<file path="config.mk">
export PLATFORM = sky130hd
export DESIGN_NAME = cla_adder_pipe
export DESIGN_NICKNAME = d
export VERILOG_FILES = /design/src/rtl/alu_defs.sv /design/src/rtl/cla_segment.sv /design/src/rtl/cla_adder_pipe.sv
export SDC_FILE = /design/constraint.sdc
export NUM_CORES = 1
export LEC_CHECK = 0
export ABC_AREA = 1
export BUFFER_PORTS_ARGS = -buffer_cell sky130_fd_sc_hd__clkbuf_2
export CORE_MARGIN = 5
export CORE_UTILIZATION = 35
export DETAILED_ROUTE_END_ITERATION = 16
export GPL_TIMING_DRIVEN = 0
export HOLD_SLACK_MARGIN = 0.05
export SLEW_MARGIN = 5
export SYNTH_ARGS = -nofsm -noshare
export SYNTH_HDL_FRONTEND = slang
export SYNTH_SLANG_ARGS = --single-unit
</file>
<file path="constraint.sdc">
create_clock -name clk -period 5.8 [get_ports clk]
set_input_delay 0 -clock clk [delete_from_list [all_inputs] [get_ports clk]]
set_output_delay 0 -clock clk [all_outputs]
set_load 0.02 [all_outputs]
</file>
<file path="src/rtl/alu_defs.sv">
// Opcode encodings and flag bit positions shared by the CLA pipe and the ALU result mux.
package alu_defs;

   typedef enum logic [1:0] {
      OP_ADD = 2'b00,
      OP_SUB = 2'b01,
      OP_ADC = 2'b10,
      OP_SBC = 2'b11
   } alu_op_e;

   localparam int FLAG_C = 0;
   localparam int FLAG_V = 1;
   localparam int FLAG_Z = 2;
   localparam int FLAG_N = 3;

   // Subtract forms feed ~B into the adder.
   function automatic logic op_invert_b(input alu_op_e op);
      return (op == OP_SUB) || (op == OP_SBC);
   endfunction

   function automatic logic op_carry_in(input alu_op_e op, input logic cin);
      logic c;
      case (op)
         OP_ADD:  c = 1'b0;
         OP_SUB:  c = 1'b1;
         default: c = cin;
      endcase
      return c;
   endfunction

endpackage

</file>
<file path="src/rtl/cla_segment.sv">
// SEG_W-bit combinational carry-lookahead adder; every carry is a flat sum of g/p products.
module cla_segment #(
   parameter int SEG_W = 8
) (
   input  logic [SEG_W-1:0] a,
   input  logic [SEG_W-1:0] b,
   input  logic             cin,
   output logic [SEG_W-1:0] sum,
   output logic             cout,
   output logic             cmsb
);

   logic [SEG_W-1:0] g;
   logic [SEG_W-1:0] p;
   logic [SEG_W:0]   c;
   logic             carry;
   logic             prop;

   assign g = a & b;
   assign p = a ^ b;

   // c[i+1] = g[i] | p[i]g[i-1] | ... | p[i..0]cin, expanded rather than rippled.
   always_comb begin
      c     = '0;
      carry = 1'b0;
      prop  = 1'b1;
      c[0]  = cin;
      for (int i = 0; i < SEG_W; i++) begin
         carry = 1'b0;
         prop  = 1'b1;
         for (int j = i; j >= 0; j--) begin
            carry = carry | (prop & g[j]);
            prop  = prop & p[j];
         end
         c[i+1] = carry | (prop & cin);
      end
   end

   assign sum  = p ^ c[SEG_W-1:0];
   assign cout = c[SEG_W];
   assign cmsb = c[SEG_W-1];

endmodule

</file>
<file path="src/rtl/cla_adder_pipe.sv">
// Pipelined CLA adder/subtractor, one register stage per SEG_W segment.
// Define CLA_PIPE_FLAGS_EN to build the N/Z/V flag logic; otherwise only C is reported.
module cla_adder_pipe
   import alu_defs::*;
#(
   parameter int WIDTH = 16,
   parameter int SEG_W = 8
) (
   input  logic             clk,
   input  logic             rst,
   input  logic             in_valid,
   output logic             in_ready,
   input  logic [1:0]       Op,
   input  logic [WIDTH-1:0] A,
   input  logic [WIDTH-1:0] B,
   input  logic             Cin,
   output logic             out_valid,
   input  logic             out_ready,
   output logic [WIDTH-1:0] Sum,
   output logic             Cout,
   output logic [3:0]       Flags
);

   localparam int NSEG = WIDTH / SEG_W;

   // Handshake: a beat moves on a cycle where valid & ready are both high at the
   // rising edge. The whole pipe advances together whenever the output slot is
   // empty or being drained, so a stalled result freezes every stage behind it.
   logic adv;
   logic accept;

   assign adv      = !out_valid || out_ready;
   assign in_ready = adv && !rst;
   assign accept   = in_valid && in_ready;

   alu_op_e          op_e;
   logic [WIDTH-1:0] b_eff;
   logic             cin_eff;

   assign op_e    = alu_op_e'(Op);
   assign b_eff   = op_invert_b(op_e) ? ~B : B;
   assign cin_eff = op_carry_in(op_e, Cin);

   logic             vld_q [NSEG];
   logic [WIDTH-1:0] a_q   [NSEG];
   logic [WIDTH-1:0] b_q   [NSEG];
   logic [WIDTH-1:0] s_q   [NSEG];
   logic             c_q   [NSEG];

   logic             vin   [NSEG];
   logic [WIDTH-1:0] a_in  [NSEG];
   logic [WIDTH-1:0] b_in  [NSEG];
   logic [WIDTH-1:0] s_in  [NSEG];
   logic [WIDTH-1:0] s_nx  [NSEG];
   logic             c_in  [NSEG];
   logic [SEG_W-1:0] seg_s [NSEG];
   logic [1:0]       seg_c [NSEG];

`ifdef CLA_PIPE_FLAGS_EN
   logic z_q  [NSEG];
   logic z_nx [NSEG];
   logic ovf_q;
`endif

   for (genvar k = 0; k < NSEG; k++) begin : g_stage
      if (k == 0) begin : g_head
         assign vin[k]  = accept;
         assign a_in[k] = A;
         assign b_in[k] = b_eff;
         assign s_in[k] = '0;
         assign c_in[k] = cin_eff;
      end else begin : g_tail
         assign vin[k]  = vld_q[k-1];
         assign a_in[k] = a_q[k-1];
         assign b_in[k] = b_q[k-1];
         assign s_in[k] = s_q[k-1];
         assign c_in[k] = c_q[k-1];
      end

      cla_segment #(.SEG_W(SEG_W)) u_seg (
         .a    (a_in[k][k*SEG_W +: SEG_W]),
         .b    (b_in[k][k*SEG_W +: SEG_W]),
         .cin  (c_in[k]),
         .sum  (seg_s[k]),
         .cout (seg_c[k][1]),
         .cmsb (seg_c[k][0])
      );

      // Splice this stage's segment into the partial result carried with the beat.
      assign s_nx[k] = (s_in[k] & ~(WIDTH'({SEG_W{1'b1}}) << (k*SEG_W)))
                     | (WIDTH'(seg_s[k]) << (k*SEG_W));

`ifdef CLA_PIPE_FLAGS_EN
      if (k == 0) begin : g_z_head
         assign z_nx[k] = (seg_s[k] == '0);
      end else begin : g_z_tail
         assign z_nx[k] = z_q[k-1] && (seg_s[k] == '0);
      end
`endif
   end

   // Data registers load only with a valid beat, so the output holds its last result.
   always_ff @(posedge clk) begin
      if (rst) begin
         for (int k = 0; k < NSEG; k++) begin
            vld_q[k] <= 1'b0;
            a_q[k]   <= '0;
            b_q[k]   <= '0;
            s_q[k]   <= '0;
            c_q[k]   <= 1'b0;
`ifdef CLA_PIPE_FLAGS_EN
            z_q[k]   <= 1'b0;
`endif
         end
`ifdef CLA_PIPE_FLAGS_EN
         ovf_q <= 1'b0;
`endif
      end else if (adv) begin
         for (int k = 0; k < NSEG; k++) begin
            vld_q[k] <= vin[k];
            if (vin[k]) begin
               a_q[k] <= a_in[k];
               b_q[k] <= b_in[k];
               s_q[k] <= s_nx[k];
               c_q[k] <= seg_c[k][1];
`ifdef CLA_PIPE_FLAGS_EN
               z_q[k] <= z_nx[k];
`endif
            end
         end
`ifdef CLA_PIPE_FLAGS_EN
         if (vin[NSEG-1]) begin
            ovf_q <= seg_c[NSEG-1][1] ^ seg_c[NSEG-1][0];
         end
`endif
      end
   end

   assign out_valid = vld_q[NSEG-1];
   assign Sum       = s_q[NSEG-1];
   assign Cout      = c_q[NSEG-1];

   always_comb begin
      Flags         = '0;
      Flags[FLAG_C] = Cout;
`ifdef CLA_PIPE_FLAGS_EN
      Flags[FLAG_N] = Sum[WIDTH-1];
      Flags[FLAG_Z] = z_q[NSEG-1];
      Flags[FLAG_V] = ovf_q;
`endif
   end

endmodule

</file>
==> impl_metrics.env, run 1 <==
export IMPL_finalSetupViolations=0
export IMPL_ys_seq_elements=44
export IMPL_synth_cell_types=26
export IMPL_crit_path_top_delay_cell="edfxtp_1"
export IMPL_avgSynthCellArea_um2=9.39
export IMPL_syn2layout_area_growth_pct=26.1
export IMPL_die_h_um=96.8
export IMPL_end_kind="flip-flop"
export IMPL_skew_ns=0.00314
export IMPL_reg2regPathDepth=9
export IMPL_place_worst_setup_slack_ns=4.01
export IMPL_layout_min_cycle_time_ns=1.68
export IMPL_synth_most_common_cell="nor2_1"
export IMPL_clk_pin_slew_worst_paths_ns=0.08
export IMPL_outcome="finished clean"
export IMPL_synth_edf_count=44
export IMPL_post_cts_buffers=0
export IMPL_io_pins=62
export IMPL_h_tree_depth=2
export IMPL_report_final_slew_viol_count=0
export IMPL_cts_tree="built"
export IMPL_synth_yosys_seq_area_share=0.501
export IMPL_ir_worst_vdd_mv=0.127
export IMPL_post_route_util=0.456
export IMPL_clock_sinks=44
export IMPL_drc=0
export IMPL_reg2reg_from="a_q[0][9]"
export IMPL_path_class="reg -> reg"
export IMPL_ys_flop_type="edfxtp_1"
export IMPL_grt_pass1_vias=1867
export IMPL_antenna_found_initial=0
export IMPL_crit_chain="ha_1, a21oi_1, nand2_1, nand2_2, nand2_1, nand2_1, nand3_1, nand2_1, nor2_1"
export IMPL_fmax_mhz=594
export IMPL_syn_inst=281
export IMPL_arrival_ns=1.74
export IMPL_place_inst=440
export IMPL_start_util=0.362
export IMPL_rsz0062_at_grt="no"
export IMPL_dieArea_um2=9380
export IMPL_ant_nets=0
export IMPL_antenna_cells=0
export IMPL_yosys_top_cells_area="edfxtp_1 (50%), ha_1 (7.6%), nor2_1 (7.1%)"
export IMPL_vias=1946
export IMPL_p_leak_nw=1.63
export IMPL_port_buffers=57
export IMPL_hold_viol_final=0
export IMPL_drt_initial_drc_count=93
export IMPL_async_reset_ff_frac=0
export IMPL_cts_buffers=5
export IMPL_crit_start="a_q[0][9]"
export IMPL_synth_area_um2=2640
export IMPL_required_ns=5.85
export IMPL_synth_top_area_frac=0.501
export IMPL_synth_commonest_cells="nor2_1 (50), inv_1 (45), edfxtp_1 (44)"
export IMPL_wl_mm=5.00
export IMPL_slew_headroom=0.433
export IMPL_grt_util_all_layers=0.110
export IMPL_critPathMaxStageDelay_ns=0.38
export IMPL_crit_fanout=4
export IMPL_power_mw=0.836
export IMPL_cts_buffer_depth=2
export IMPL_hold_path_startpoint="B[13]"
export IMPL_grt_ovfl_total=0
export IMPL_worst_pin_slew_ns=0.851
export IMPL_fp_dieW_um=96.8
export IMPL_viasPerCell=4.22
export IMPL_r2r_end="s_q[0][31]"
export IMPL_grt_pass1_wl_mm=8.46
export IMPL_drive_gt1_frac=0.257
export IMPL_place_hpwl_mm=3.92
export IMPL_hp_class="in -> reg"
export IMPL_insertion_delay_ns=0.29
export IMPL_crit_top_cell="nand2_1"
export IMPL_finalSetupTns_ns=0
export IMPL_maxCapViolations=0
export IMPL_root_buffer="clkbuf_8"
export IMPL_grt_max_degree=18
export IMPL_core_area_um2=7290
export IMPL_stdcell_count=461
export IMPL_reg2reg_slack_ns=4.12
export IMPL_rows=31
export IMPL_yosys_warnings=0
export IMPL_synth_largest_area_cell="edfxtp_1"
export IMPL_post_route_period_util=0.290
export IMPL_holdPathStages=3
export IMPL_hold_path_end="b_q[0][13]"
export IMPL_powerDensity_nw_per_um2=251
export IMPL_fin_ws_ns=4.12
export IMPL_gp_congestion=0.851
export IMPL_avgRoutedWirePerCell_um=10.8
export IMPL_nets=418
export IMPL_first_pass_iters=5
export IMPL_critPathLaunchType="flip-flop"
sequential cells by signal, summed over array words and instances, names as in the netlist:
| name | flops |
|---|---|
| c_q | 2 |
| vld_q | 2 |
| b_q | 8 |
| a_q | 8 |
| s_q | 24 |
stage by stage:
| stage | instance area [µm²] | hold slack, ns |
|---|---|---|
| floorplan | 2650 | 0.208 |
| global placement | 3060 | 0.302 |
| detailed placement | 3090 | 0.309 |
| CTS | 3330 | 0.0502 |
| global route | 3330 | 0.0880 |
| finish | 3330 | 0.0580 |
cells in the final DEF (no fill, tap or decap):
master,n
clkinv_1,2
nor2_1,50
nand4_1,2
clkbuf_8,5
buf_2,2
edfxtp_1,44
buf_16,1
inv_2,2
o21ai_1,4
nand2_4,2
dlygate4sd3_1,13
nor2_4,1
buf_4,5
o21ai_0,2
nand3b_2,1
o21ai_2,2
ha_1,16
bufinv_16,1
inv_1,45
clkbuf_2,57
nor3_1,1
nand3_1,13
xor2_1,8
and3_2,1
xnor2_1,10
nand2_1,37
buf_6,3
nand2_2,7
conb_1,3
fa_1,2
nand3_2,1
a21oi_1,17
a21oi_2,2
worst max path at each step:
stage / to / cells after the start / slack [ns]
final: s_q[0][31] / 9 / 4.12
after global routing: s_q[0][30] / 9 / 3.95
after CTS: s_q[0][31] / 9 / 4.12
after detailed placement: s_q[0][5] / 11 / 4.01
after global placement: s_q[0][1] / 3 / 2.30
after floorplan: a_q[0][10] / 3 / 2.89
worst max-delay path: cells and delay by family, from the launching register on:
kind / cells / cell delay, ns
AND/OR/NAND/NOR: 7 / 0.57
flip-flops: 1 / 0.38
adder cells (fa/ha/maj): 1 / 0.35
AO/OA/AOI/OAI: 1 / 0.15
routing by layer:
layer  GRT usage  wire length [µm]
met5           0                 0
met4      0.0410                81
met3      0.0252               209
met2       0.178              2300
met1       0.143              2410
layout make-up:
cell class              count  area, µm²
plain buffers              10       81.3
clock buffers               5       68.8
clock inverters             3       37.5
fillers                   729       3970
inverters                  47        176
multi-input cells         182       1070
flip-flops and latches     44       1320
well taps                  99        124
repair buffers             71        443
where the power goes:
group / internal [mW] / switching, mW / leakage, nW
Clock: 0.125 / 0.100 / 0.0532
Sequential: 0.389 / 0.00978 / 0.477
Combinational: 0.0844 / 0.128 / 1.10
Total: 0.599 / 0.237 / 1.63
logic make-up (layout without fill, tap and decap cells):
group                    count (synthesis)  count (layout)  synth area share
other                                    1               3           0.00142
buffers and inverters                   57             136            0.0977
flip-flops                              44              44             0.501
AO/OA/AOI/OAI                           27              27            0.0541
AND/OR/NAND/NOR                        116             116             0.195
XOR/XNOR                                18              18            0.0597
adder cells (fa/ha/maj)                 18              18            0.0910
timing repair:
item	CTS	global route
hold buffers	13	0
resized for setup	0	0
hold endpoints to repair	13	0
(Power assumes the default switching activity.)
==> run 2, diff against run 1 <==
clock period = 1.5 ns   (was 5.8 ns; I/O delays follow)
==> impl_metrics.env, run 2 (synthesis gave the netlist of run 1 again) <==
export IMPL_rows=31
export IMPL_violations="setup timing"
export IMPL_most_common_layout_cells="clkbuf_2 (57), nor2_1 (48), edfxtp_1 (44)"
export IMPL_antenna_found_initial=0
export IMPL_place_inst=439
export IMPL_outcome="complete, but fails checks"
export IMPL_swShare=0.281
export IMPL_fp_dieW_um=96.8
export IMPL_fin_ws_ns=-0.103
export IMPL_mostFrequentLayoutCell="clkbuf_2"
export IMPL_grt_util_all_layers=0.119
export IMPL_ant_nets=0
export IMPL_core_area_um2=7290
export IMPL_gp_congestion=0.842
export IMPL_viasPerCell=4.32
export IMPL_avgRoutedWirePerCell_um=12.1
export IMPL_hp_class="in -> reg"
export IMPL_grt_pass1_wl_mm=9.23
export IMPL_critPathLaunchType="flip-flop"
export IMPL_cts_tree="built"
export IMPL_antenna_cells=0
export IMPL_port_buffers=57
export IMPL_wl_mm=5.68
export IMPL_place_hpwl_mm=3.96
export IMPL_finalSetupTns_ns=-0.338
export IMPL_largest_reg_flops=24
export IMPL_drt_initial_drc_count=72
export IMPL_grt_max_degree=18
export IMPL_vias=2033
export IMPL_clk_pin_slew_worst_paths_ns=0.08
export IMPL_fmax_mhz=624
export IMPL_first_pass_iters=4
export IMPL_skew_ns=0.00969
export IMPL_post_route_period_util=1.07
export IMPL_clock_sinks=44
export IMPL_drc=0
export IMPL_finalSetupViolations=7
export IMPL_reg2regPathDepth=9
export IMPL_place_worst_setup_slack_ns=-0.221
export IMPL_dieArea_um2=9380
export IMPL_cts_buffer_depth=2
export IMPL_io_pins=62
export IMPL_p_int_mw=2.61
export IMPL_syn2layout_area_growth_pct=39.4
export IMPL_path_class="reg -> reg"
export IMPL_end_kind="flip-flop"
export IMPL_cts_buffers=5
export IMPL_p_leak_nw=1.75
export IMPL_report_final_slew_viol_count=0
export IMPL_largest_register="s_q"
export IMPL_grt_ovfl_total=0
export IMPL_largest_registers="s_q (24), a_q (8), b_q (8)"
export IMPL_h_tree_depth=2
export IMPL_arrival_ns=1.67
export IMPL_num_fill_cells=692
export IMPL_insertion_delay_ns=0.30
export IMPL_required_ns=1.56
export IMPL_power_share_clock=0.287
export IMPL_switching_power_mw=1.02
export IMPL_crit_fanout=3
export IMPL_ir_worst_vdd_mv=0.346
export IMPL_stdcell_count=471
export IMPL_multiInputGateArea_um2=1320
export IMPL_start_util=0.362
export IMPL_powerDensity_nw_per_um2=986
export IMPL_regArea_um2=1320
export IMPL_rsz0062_at_grt="yes"
export IMPL_nets=429
export IMPL_die_h_um=96.8
export IMPL_drive_gt1_frac=0.387
export IMPL_power_frac_seq=0.429
export IMPL_grt_pass1_vias=1972
export IMPL_comb_power_share=0.285
export IMPL_holdPathStages=3
export IMPL_root_buffer="clkbuf_8"
export IMPL_layout_min_cycle_time_ns=1.60
export IMPL_power_mw=3.63
export IMPL_maxCapViolations=0
export IMPL_hold_viol_final=0
-- run 2: changes by cell type in the layout (fill, tap and decap cells not counted), sizes merged --
cell,previous run,this run
buf,11,23
clkinv,2,0
dlygate4sd3,13,11
bufinv,1,2
o21ai,8,9
-- run 2: stage by stage --
stage          hold slack (ns)  area (µm²)   util
2_1_floorplan            0.208        2710      -
3_3_place_gp             0.300        3120  0.428
3_5_place_dp             0.316        3120  0.428
4_1_cts                 0.0561        3500  0.480
5_1_grt                 0.0733        3680  0.504
6_report                0.0550        3680  0.504
-- run 2: cell type report --
type | instances | area share
Timing Repair Buffer | 81 | 0.138
Inverter | 47 | 0.0480
Buffer | 10 | 0.0265
Tap cell | 99 | 0.0337
Multi-Input combinational cell | 183 | 0.359
Sequential cell | 44 | 0.359
Clock buffer | 5 | 0.0187
Clock inverter | 2 | 0.0163
-- run 2: metal layers --
metal,vias up,global-route usage,routed length [µm]
met2,57,0.203,2770
met4,0,0.0454,120
li1,1075,-,-
met3,11,0.0180,224
met5,-,0,0
met1,890,0.151,2570
-- run 2: worst paths after layout --
kind         startpoint          to  slack, ns
max           b_q[0][9]  s_q[0][31]      -0.10
min               B[13]  b_q[0][13]       0.06
max reg2reg   b_q[0][9]  s_q[0][31]      -0.10
min reg2reg   s_q[0][1]  s_q[0][17]       0.55
-- run 2: repair_timing --
| item | CTS | global route |
|---|---|---|
| setup buffers | 6 | 7 |
| hold endpoints to repair | 11 | 0 |
| gates cloned | 1 | 0 |
| hold buffers | 11 | 0 |
| gates resized for setup | 16 | 27 |
| setup endpoints to repair | 31 | 31 |
| pin swaps | 9 | 17 |
-- run 2: critical path, cell delays in order (launching register included) --
cell,delay [ns]
edfxtp_1,0.42
ha_4,0.28
a21oi_2,0.14
nand2_2,0.10
nand2_4,0.10
nand2_2,0.08
nand2_2,0.08
nand3_1,0.07
nand2_1,0.06
nor2_1,0.04
-- run 2: power groups by stage --
stage	clock network [mW]	registers (mW)	logic [mW]
after detailed placement	0	1.57	0.812
after floorplan	0	1.63	0.531
after global placement	0	1.57	0.802
final	1.04	1.55	1.03
after CTS	1.06	1.55	0.914
after global routing	1.10	1.57	1.15
